File: config.mk
export PLATFORM = sky130hd
export DESIGN_NAME = result_axis_tx
export DESIGN_NICKNAME = d
export VERILOG_FILES = /design/src/rtl/acc_pkg.sv /design/src/rtl/axis_out_reg.sv /design/src/rtl/result_axis_tx.sv
export SDC_FILE = /design/constraint.sdc
export NUM_CORES = 1
export LEC_CHECK = 0
export BUFFER_PORTS_ARGS = -buffer_cell sky130_fd_sc_hd__buf_2
export CELL_PAD_IN_SITES_DETAIL_PLACEMENT = 0
export CELL_PAD_IN_SITES_GLOBAL_PLACEMENT = 1
export CORE_UTILIZATION = 58
export CTS_CLUSTER_DIAMETER = 100
export CTS_CLUSTER_SIZE = 40
export DETAILED_ROUTE_END_ITERATION = 7
export HOLD_SLACK_MARGIN = 0.02
export PLACE_DENSITY = 0.82
export SLEW_MARGIN = 15
export SYNTH_ARGS = -nofsm -noshare
export SYNTH_HDL_FRONTEND = slang
export SYNTH_SLANG_ARGS = --single-unit
File: constraint.sdc
create_clock -name clk -period 7 [get_ports clk]
set_clock_uncertainty 0.15 [all_clocks]
set_input_delay 0.7 -clock clk [delete_from_list [all_inputs] [get_ports clk]]
set_output_delay 0.7 -clock clk [all_outputs]
set_load 0.02 [all_outputs]
File: src/rtl/acc_pkg.sv
// Shared constants, helpers and types for the convolution accelerator datapath.
package acc_pkg;

    // Number of bits needed to represent the value n (nbits(25) = 5).
    function automatic int unsigned nbits(input int unsigned n);
        int unsigned b;
        int unsigned v;
        b = 0;
        v = n;
        while (v > 0) begin
            b = b + 1;
            v = v >> 1;
        end
        return (b == 0) ? 1 : b;
    endfunction

    function automatic int unsigned sq(input int unsigned n);
        return n * n;
    endfunction

    localparam int unsigned DEF_K_DIM = 3;
    localparam int unsigned DEF_I_DIM = 3;

    // Derived sizes at the default kernel/image dimensions.
    localparam int unsigned O_DIM  = DEF_K_DIM + DEF_I_DIM - 1;
    localparam int unsigned O_SIZE = sq(O_DIM);
    localparam int unsigned A_BITS = nbits(O_SIZE);

    typedef enum logic [0:0] {
        IDLE = 1'b0,
        SEND = 1'b1
    } tx_state_t;

    typedef logic [15:0] fp16_t;

endpackage

File: src/rtl/axis_out_reg.sv
// Registered AXIS output stage: data/last/valid change only when load_i is high,
// so the beat stays stable while the sink stalls.
module axis_out_reg #(
    parameter int unsigned W = 16
) (
    input  logic         clk,
    input  logic         rst,
    input  logic         load_i,
    input  logic [W-1:0] data_i,
    input  logic         last_i,
    input  logic         valid_i,
    output logic [W-1:0] data_o,
    output logic         last_o,
    output logic         valid_o
);

    // Output register, loaded on stream start or on each accepted beat.
    always_ff @(posedge clk) begin
        if (rst) begin
            data_o  <= '0;
            last_o  <= 1'b0;
            valid_o <= 1'b0;
        end else if (load_i) begin
            data_o  <= data_i;
            last_o  <= last_i;
            valid_o <= valid_i;
        end
    end

endmodule

File: src/rtl/result_axis_tx.sv
// Captures one O_DIM x O_DIM fp16 result frame, then streams it row-major on AXIS.
module result_axis_tx
    import acc_pkg::*;
#(
    parameter int unsigned K_DIM  = DEF_K_DIM,
    parameter int unsigned I_DIM  = DEF_I_DIM,
    parameter int unsigned M_BITS = 16,
    parameter int unsigned O_DIM  = K_DIM + I_DIM - 1,
    parameter int unsigned O_SIZE = sq(O_DIM),
    parameter int unsigned A_BITS = nbits(O_SIZE)
) (
    input  logic              clk,
    input  logic              rst,
    input  logic              wr_en,
    input  logic [A_BITS-1:0] wr_addr,
    input  logic [M_BITS-1:0] wr_data,
    input  logic              frame_done,
    output logic              wr_ready,
    output logic              wr_drop,
    output logic [M_BITS-1:0] out_data,
    output logic              out_last,
    output logic              out_valid,
    input  logic              out_ready
);

    localparam logic [A_BITS-1:0] LastIdx = A_BITS'(O_SIZE - 1);

    tx_state_t         state_q, state_d;
    logic [A_BITS-1:0] rd_ptr_q, rd_ptr_d, rd_nxt;
    logic              wr_drop_q, wr_drop_d;
    logic [M_BITS-1:0] mem_q [O_SIZE];

    logic              wr_hit;
    logic              hs;
    logic              ld;
    logic [M_BITS-1:0] ld_data;
    logic              ld_last;
    logic              ld_valid;

    assign wr_hit   = (state_q == IDLE) && wr_en && (wr_addr <= LastIdx);
    assign hs       = out_valid && out_ready;
    assign rd_nxt   = rd_ptr_q + A_BITS'(1);
    assign wr_ready = (state_q == IDLE);
    assign wr_drop  = wr_drop_q;

    // Next-state, read pointer and output-stage load selection.
    always_comb begin
        state_d   = state_q;
        rd_ptr_d  = rd_ptr_q;
        wr_drop_d = wr_drop_q;
        ld        = 1'b0;
        ld_data   = out_data;
        ld_last   = 1'b0;
        ld_valid  = 1'b0;
        case (state_q)
            IDLE: begin
                if (frame_done) begin
                    state_d  = SEND;
                    rd_ptr_d = '0;
                    ld       = 1'b1;
                    // A same-cycle write to word 0 bypasses the array.
                    ld_data  = (wr_hit && (wr_addr == '0)) ? wr_data : mem_q[0];
                    ld_last  = (O_SIZE == 1);
                    ld_valid = 1'b1;
                end
            end
            SEND: begin
                if (wr_en || frame_done) begin
                    wr_drop_d = 1'b1;
                end
                if (hs) begin
                    ld = 1'b1;
                    if (out_last) begin
                        state_d  = IDLE;
                        ld_data  = out_data;
                        ld_last  = 1'b0;
                        ld_valid = 1'b0;
                    end else begin
                        rd_ptr_d = rd_nxt;
                        ld_data  = mem_q[rd_nxt];
                        ld_last  = (rd_nxt == LastIdx);
                        ld_valid = 1'b1;
                    end
                end
            end
            default: state_d = IDLE;
        endcase
    end

    // Control state with synchronous reset.
    always_ff @(posedge clk) begin
        if (rst) begin
            state_q   <= IDLE;
            rd_ptr_q  <= '0;
            wr_drop_q <= 1'b0;
        end else begin
            state_q   <= state_d;
            rd_ptr_q  <= rd_ptr_d;
            wr_drop_q <= wr_drop_d;
        end
    end

    // Frame storage: not reset, contents persist between frames.
    always_ff @(posedge clk) begin
        if (!rst && wr_hit) begin
            mem_q[wr_addr] <= wr_data;
        end
    end

    axis_out_reg #(
        .W(M_BITS)
    ) u_out_reg (
        .clk    (clk),
        .rst    (rst),
        .load_i (ld),
        .data_i (ld_data),
        .last_i (ld_last),
        .valid_i(ld_valid),
        .data_o (out_data),
        .last_o (out_last),
        .valid_o(out_valid)
    );

endmodule

==> Yosys cells after proc, flatten, opt, wreduce, memory -nomap -nowiden <==
Memory sizes are Yosys's and may differ from the RTL's.
Index checks and enable logic that the tools add are counted.
{ "word_totals": {"ff_bits": 25, "mem_bits_rw": 400, "inputBits": 26, "out_inout_bits": 20, "word_cells": 47, "memories": 1} }
{ "mem_list": {"columns": ["name", "depth", "width", "read_ports", "rd_ports_with_merged_regs", "wr", "line_no", "source"], "rows": [
  ["mem_q", 25, 16, 2, 0, 1, "result_axis_tx.sv:31", "logic [M_BITS-1:0] mem_q [O_SIZE];"]
]} }
{ "classes": {"add_sub_neg": 1, "n_lt_le_gt_ge": 1, "eq_ne": 4, "mux": 22, "n_bitwise": 1, "reduce_logical": 11} }
{ "op_table": {"columns": ["op", "count"], "rows": [
  ["$mux W16", 4],
  ["$pmux W16 S2", 1],
  ["$mux W5", 3],
  ["$pmux W5 S2", 1],
  ["$mux W1", 9],
  ["$pmux W1 S2", 4],
  ["$add A5 B1 Y5 const B", 1],
  ["$eq A5 B5 Y1 const B", 1],
  ["$le A5 B5 Y1 const B", 1],
  ["$logic_and A1 B1 Y1", 5],
  ["$logic_not A5 Y1", 1],
  ["$ne A2 B2 Y1 const B", 2],
  ["$reduce_and A4 Y1", 1],
  ["$reduce_and A3 Y1", 1],
  ["$ne A2 B1 Y1 const B", 1],
  ["$reduce_and A2 Y1", 1],
  ["$logic_not A1 Y1", 1],
  ["$logic_or A1 B1 Y1", 1],
  ["$not A1 Y1", 1]
]} }

==> Longest topological paths before layout <==
{ "logic_depth": {"depth_word": 7, "mapped_depth": 11, "mapped_depth_nobuf": 7} }

==> Modules after synthesis <==
Synthesis repeated with hierarchy kept, for this count alone.
{ "unflattened": {"hier_cells": 1081, "hier_area_um2": 17108.9} }
{ "modules_own_cells": {"columns": ["module", "instances", "cells_each", "area_each_um2", "seq_area_each_um2"], "rows": [
  ["result_axis_tx", 1, 1023, 16459.5, 12151.7],
  ["axis_out_reg", 1, 58, 649.4, 360.3]
]} }

==> Worst setup path after synthesis <==
No wires, ideal clock.
{ "synth_path": {"path_type": "input port to flip-flop", "from": "in rst", "to": "mem mem_q[12][0], enable pin", "setup_ns": 0.409, "arrival_ns": 2.490, "required_ns": 6.441, "path_slack_ns": 3.951, "path_stages": 5, "path_buffers": 1, "path_cell_list": "inv_1 > and3_1 > clkbuf_1 > nand4b_1 > nor3_1"} }
{ "synth_via": {"elab_chain_len": 4} }
{ "synth_rtl": {"columns": ["element", "line_no", "source"], "rows": [
  ["from (decl)", "result_axis_tx.sv:13", "input logic rst,"],
  ["$logic_not A1 Y1", "result_axis_tx.sv:105", "if (!rst && wr_hit) begin"],
  ["$logic_and A1 B1 Y1", "result_axis_tx.sv:105", null],
  ["$mux W1", "result_axis_tx.sv:105", null],
  ["$mux W1 (not written as such)", "result_axis_tx.sv:106", "mem_q[wr_addr] <= wr_data;"],
  ["to (decl)", "result_axis_tx.sv:31", null]
]} }
Every way passes these cells.

==> Final worst setup path <==
{ "layout_path": {"from": "reg rd_ptr_q[0]", "to": "reg u_out_reg.data_o[5]"} }
{ "layout_via": {"elab_chain_len": 5} }
{ "layout_rtl": {"columns": ["element", "line_no", "source"], "rows": [
  ["from (decl)", "result_axis_tx.sv:29", "logic [A_BITS-1:0] rd_ptr_q, rd_ptr_d, rd_nxt;"],
  ["from (signal assigned)", "result_axis_tx.sv:98", "rd_ptr_q <= rd_ptr_d;"],
  ["$add A5 B1 Y5", "result_axis_tx.sv:42", "assign rd_nxt = rd_ptr_q + A_BITS'(1);"],
  ["$mem_v2 Z25 W16", null, null],
  ["$mux W16", "result_axis_tx.sv:73", "if (out_last) begin"],
  ["$mux W16", "result_axis_tx.sv:71", "if (hs) begin"],
  ["$pmux W16 S2", "result_axis_tx.sv:55", "case (state_q)"],
  ["to (signal assigned)", "axis_out_reg.sv:24", "data_o <= data_i;"],
  ["to (decl)", "axis_out_reg.sv:12", "output logic [W-1:0] data_o,"]
]} }
Every way passes these cells. The select of a mux whose other input is x is not followed.
A chain may end at the register's enable or synchronous reset.

==> metrics.yaml <==
timing:
  worst_slew_margin_rel_pct: 38.2
  timing.final.crit_share_pct: 53.5
  slew_viol_final: 0
  worst_slew_pin_slew_ps: 927
  final.hold.worst_slack_ps: 320
  finalSetupViolCount: 0
  setup-tns-final_ps: 0
  maxClockFrequency_mhz: 267
  report.final.hold_viol_count: 0
  grt_setup_unrepaired: "no"
  min_period_ps: 3750
critical_path:
  worst-path-buf-inv: 2
  cp-end-kind: "flop"
  timing.critical_path.slowest_cell_delay_ps: 590
  path_cells: "buf_4, ha_1, xor2_4, buf_12, mux4_2, nor2b_1, a211oi_1, a211oi_1, o221a_1"
  ff_to_ff_start: "rd_ptr_q[0]"
  setup.worst_path.start: "rd_ptr_q[0]"
  r2r.worst_path.cells: 9
  critPathRequiredTime_ps: 7290
  critical_path.max_fanout: 123
  setup.reg_to_reg.worst_slack_ps: 3250
  worstSetupPathDepth: 9
  worstSetupPathType: "reg -> reg"
  worstReg2RegEnd: "u_out_reg.data_o[5]"
  cell_family_with_the_largest_share_of_critical_path_delay: "buffers and inverters"
  worst_path_most_repeated_cell: "sky130_fd_sc_hd__a211oi_1"
  critical_path_arrival_ps: 4040
  timing.critical_path.to: "u_out_reg.data_o[5]"
  critical-path-slowest-cell: "sky130_fd_sc_hd__ha_1"
  crit_path_start_kind: "flop"
global_route:
  first_global_vias: 8798
  grt_use_total_pct: 25.1
  grt_start_max_net_pins: 124
  globalRouteOverflowTotal: 0
  grt_first_pass_wirelength_mm: 55.4
  grtUsageMet2_pct: 41.1
  grt_busiest_layer: "met2"
  number_of_antenna_violations_at_the_first_check_in_global_routing: 0
  grt_use_met1_pct: 35.6
  grt.met3_usage_pct: 2.59
power:
  p_total_w: 0.00414
  leakagePower_nw: 5.65
  power.switching_w: 0.000874
  switching_share_pct: 21.1
  intPower_w: 0.00327
  seqPwrFrac_pct: 67.7
  clock_power_share_pct: 28.2
  max-vdd-ir-drop_uv: 239
  pwr_density_cell_nw_per_um2: 228
  combinationalPowerShare_pct: 4.1
final_layout:
  layout-drive-gt1-share_pct: 18.0
  most_used_cells_in_the_layout_excluding_fill_and_tap_cells: "sky130_fd_sc_hd__edfxtp_1, sky130_fd_sc_hd__nand2_1, sky130_fd_sc_hd__mux4_2"
  diodes: 0
  layout.filler_cells: 2037
  seq_area_um2: 12500
  synthToLayoutAreaGrowth_pct: 7.03
  layout.cells.most_common: "sky130_fd_sc_hd__edfxtp_1"
  final_net_count: 1044
  multi_input_area_um2: 4160
  final_cells: 1408
placed_design:
  gp_congestion: 0.816
  placement.io_buffers: 45
  dpl_wire_length_mm: 22.1
  dpl.cell_count: 1383
clock_network:
  cts_tree: "done"
  postCtsSetupBuffers: 0
  cts.reportedPaths.clkPinSlew_ps: 130
  clock_latency_ps: 530
  cts_max_path_buffers: 3
  cts.root.buffer_cell: "sky130_fd_sc_hd__clkbuf_16"
  holdBufCountCts: 0
  cts_max_level: 1
  cts_sink_count: 425
  post_cts_resized: 0
  numCtsBuffers: 15
synth:
  mapped_cells: 975
  synthXorXnorAreaFrac_pct: 0.361
  yosys-top-cells-area: "sky130_fd_sc_hd__edfxtp_1, sky130_fd_sc_hd__mux4_2, sky130_fd_sc_hd__dfxtp_1"
  synth_largest_type_area_fraction_pct: 70.8
  ys_warn_count: 0
  seq_area_frac_synth_pct: 73.7
  cell_area_synth_um2: 17000
  synth.largest_area_cell: "sky130_fd_sc_hd__edfxtp_1"
  synth_fp_nets: 1003
  postSynthAreaPerCell_um2: 17.4
  synth_mux_area_share_pct: 11.3
  main_combinational_cell_family_by_area_after_synthesis: "multiplexers"
  synth.ff_latch_count: 425
  post_synth_fa_ha_maj_area_fraction_pct: 0.147
  synth_compound_area_share_pct: 5.17
  synth_simple_gate_area_share_pct: 7.22
  synth_cell_type_count: 45
drt:
  route.vias.total: 8948
  first_iter_violations: 844
  ant_nets: 0
  post_detailed_route_drc_marker_count: 0
  avgRoutedWirePerCell_um: 26.1
  routed_wirelength_mm: 36.8
  detail_route.first_pass.iterations: 5
  via_per_inst: 6.36
die:
  die-width_um: 173
  design.die.area_um2: 30000
  ios: 46
  core_area_um2: 28800
  die_height_um: 173
  floorplan.initialDensity_pct: 59.0
  std_cell_rows: 62
run:
  cap_viol_max_count: 0
outcome:
  run_status: "finished clean"
worst_hold_path:
  worstHoldPathType: "reg -> reg"
[cells by family after synthesis]
kind of cell | after synthesis
fa+ha+maj | 2
simple gates | 253
flops | 425
xor+xnor | 4
mux | 112
buf+inv | 64
compound gates | 115
[synth_stat cells (all sizes together)]
cell and n:
edfxtp 400, nand2 85, mux4 64, mux2i 47, nand3 40, nor2 40
buf 34, a211oi 32, nor2b 32, clkbuf 27, dfxtp 25, o21ai 22
and2 17, a22oi 16, nand4 15, o221a 15, o32ai 14, a21oi 8
nor3 8, nor3b 4, inv 3, nand3b 3, xnor2 3, a31oi 2
and3 2, ha 2, nand2b 2, nand4b 2, o31ai 2, a2111oi 1
a41oi 1, mux2 1, o22ai 1, o311ai 1, or2 1, or3 1
or3b 1, xor2 1
[final cells by class]
type                            instances  area share, %
Clock inverter                          5          0.365
Sequential cell                       425           68.9
Clock buffer                           20           2.17
Timing Repair Buffer                   85           2.96
Inverter                                3         0.0620
Multi-Input combinational cell        486           22.9
Tap cell                              384           2.64
[flip-flops by register name, indices dropped and copies added, names as in the netlist]
signal and cells:
mem_q 400, u_out_reg.data_o 16, rd_ptr_q 5, state_q 1
u_out_reg.last_o 1, u_out_reg.valid_o 1, wr_drop 1
[power groups by stage]
stage               registers, W  clock network, W  logic (W)
detailed placement       0.00286                 0   0.000172
global placement         0.00286                 0   0.000168
floorplan                0.00287                 0  0.0000739
finish                   0.00280           0.00117   0.000171
CTS                      0.00280           0.00118   0.000172
global route             0.00281           0.00126   0.000182
[worst reg2reg max path, delay by kind of cell, from the launching register on]
family / cells / cell delay, ps
multiplexers: 1 / 720
flip-flops: 1 / 330
adder cells (fa/ha/maj): 1 / 600
AND/OR/NAND/NOR: 1 / 140
buffers and inverters: 2 / 820
AO/OA/AOI/OAI: 3 / 710
XOR/XNOR: 1 / 200
[through the flow]
step | worst slack (ps) | cell area, um2 | utilization [%]
floorplan | 3950 | 17000 | -
global placement | 3240 | 17700 | 61.5
detailed placement | 3200 | 17700 | 61.5
CTS | 3190 | 18200 | 63.1
global route | 3010 | 18200 | 63.1
finish | 3250 | 18200 | 63.1
[routing by layer]
layer  share of wire, %  wire length, um
met5                  0                0
met4                3.3             1220
met2                 49            18000
met3                5.7             2110
met1                 42            15500
[worst min-delay path by stage]
| stage | from | endpoint | slack (ps) | cells past startpoint |
|---|---|---|---|---|
| finish | wr_drop | wr_drop | 320 | 2 |
| global route | wr_drop | wr_drop | 340 | 2 |
| CTS | rst | rd_ptr_q[4] | 320 | 2 |
| detailed placement | wr_drop | wr_drop | 300 | 2 |
| global placement | wr_drop | wr_drop | 280 | 2 |
| floorplan | wr_drop | wr_drop | 370 | 2 |
No activity file was read; power rests on OpenSTA's default activity.
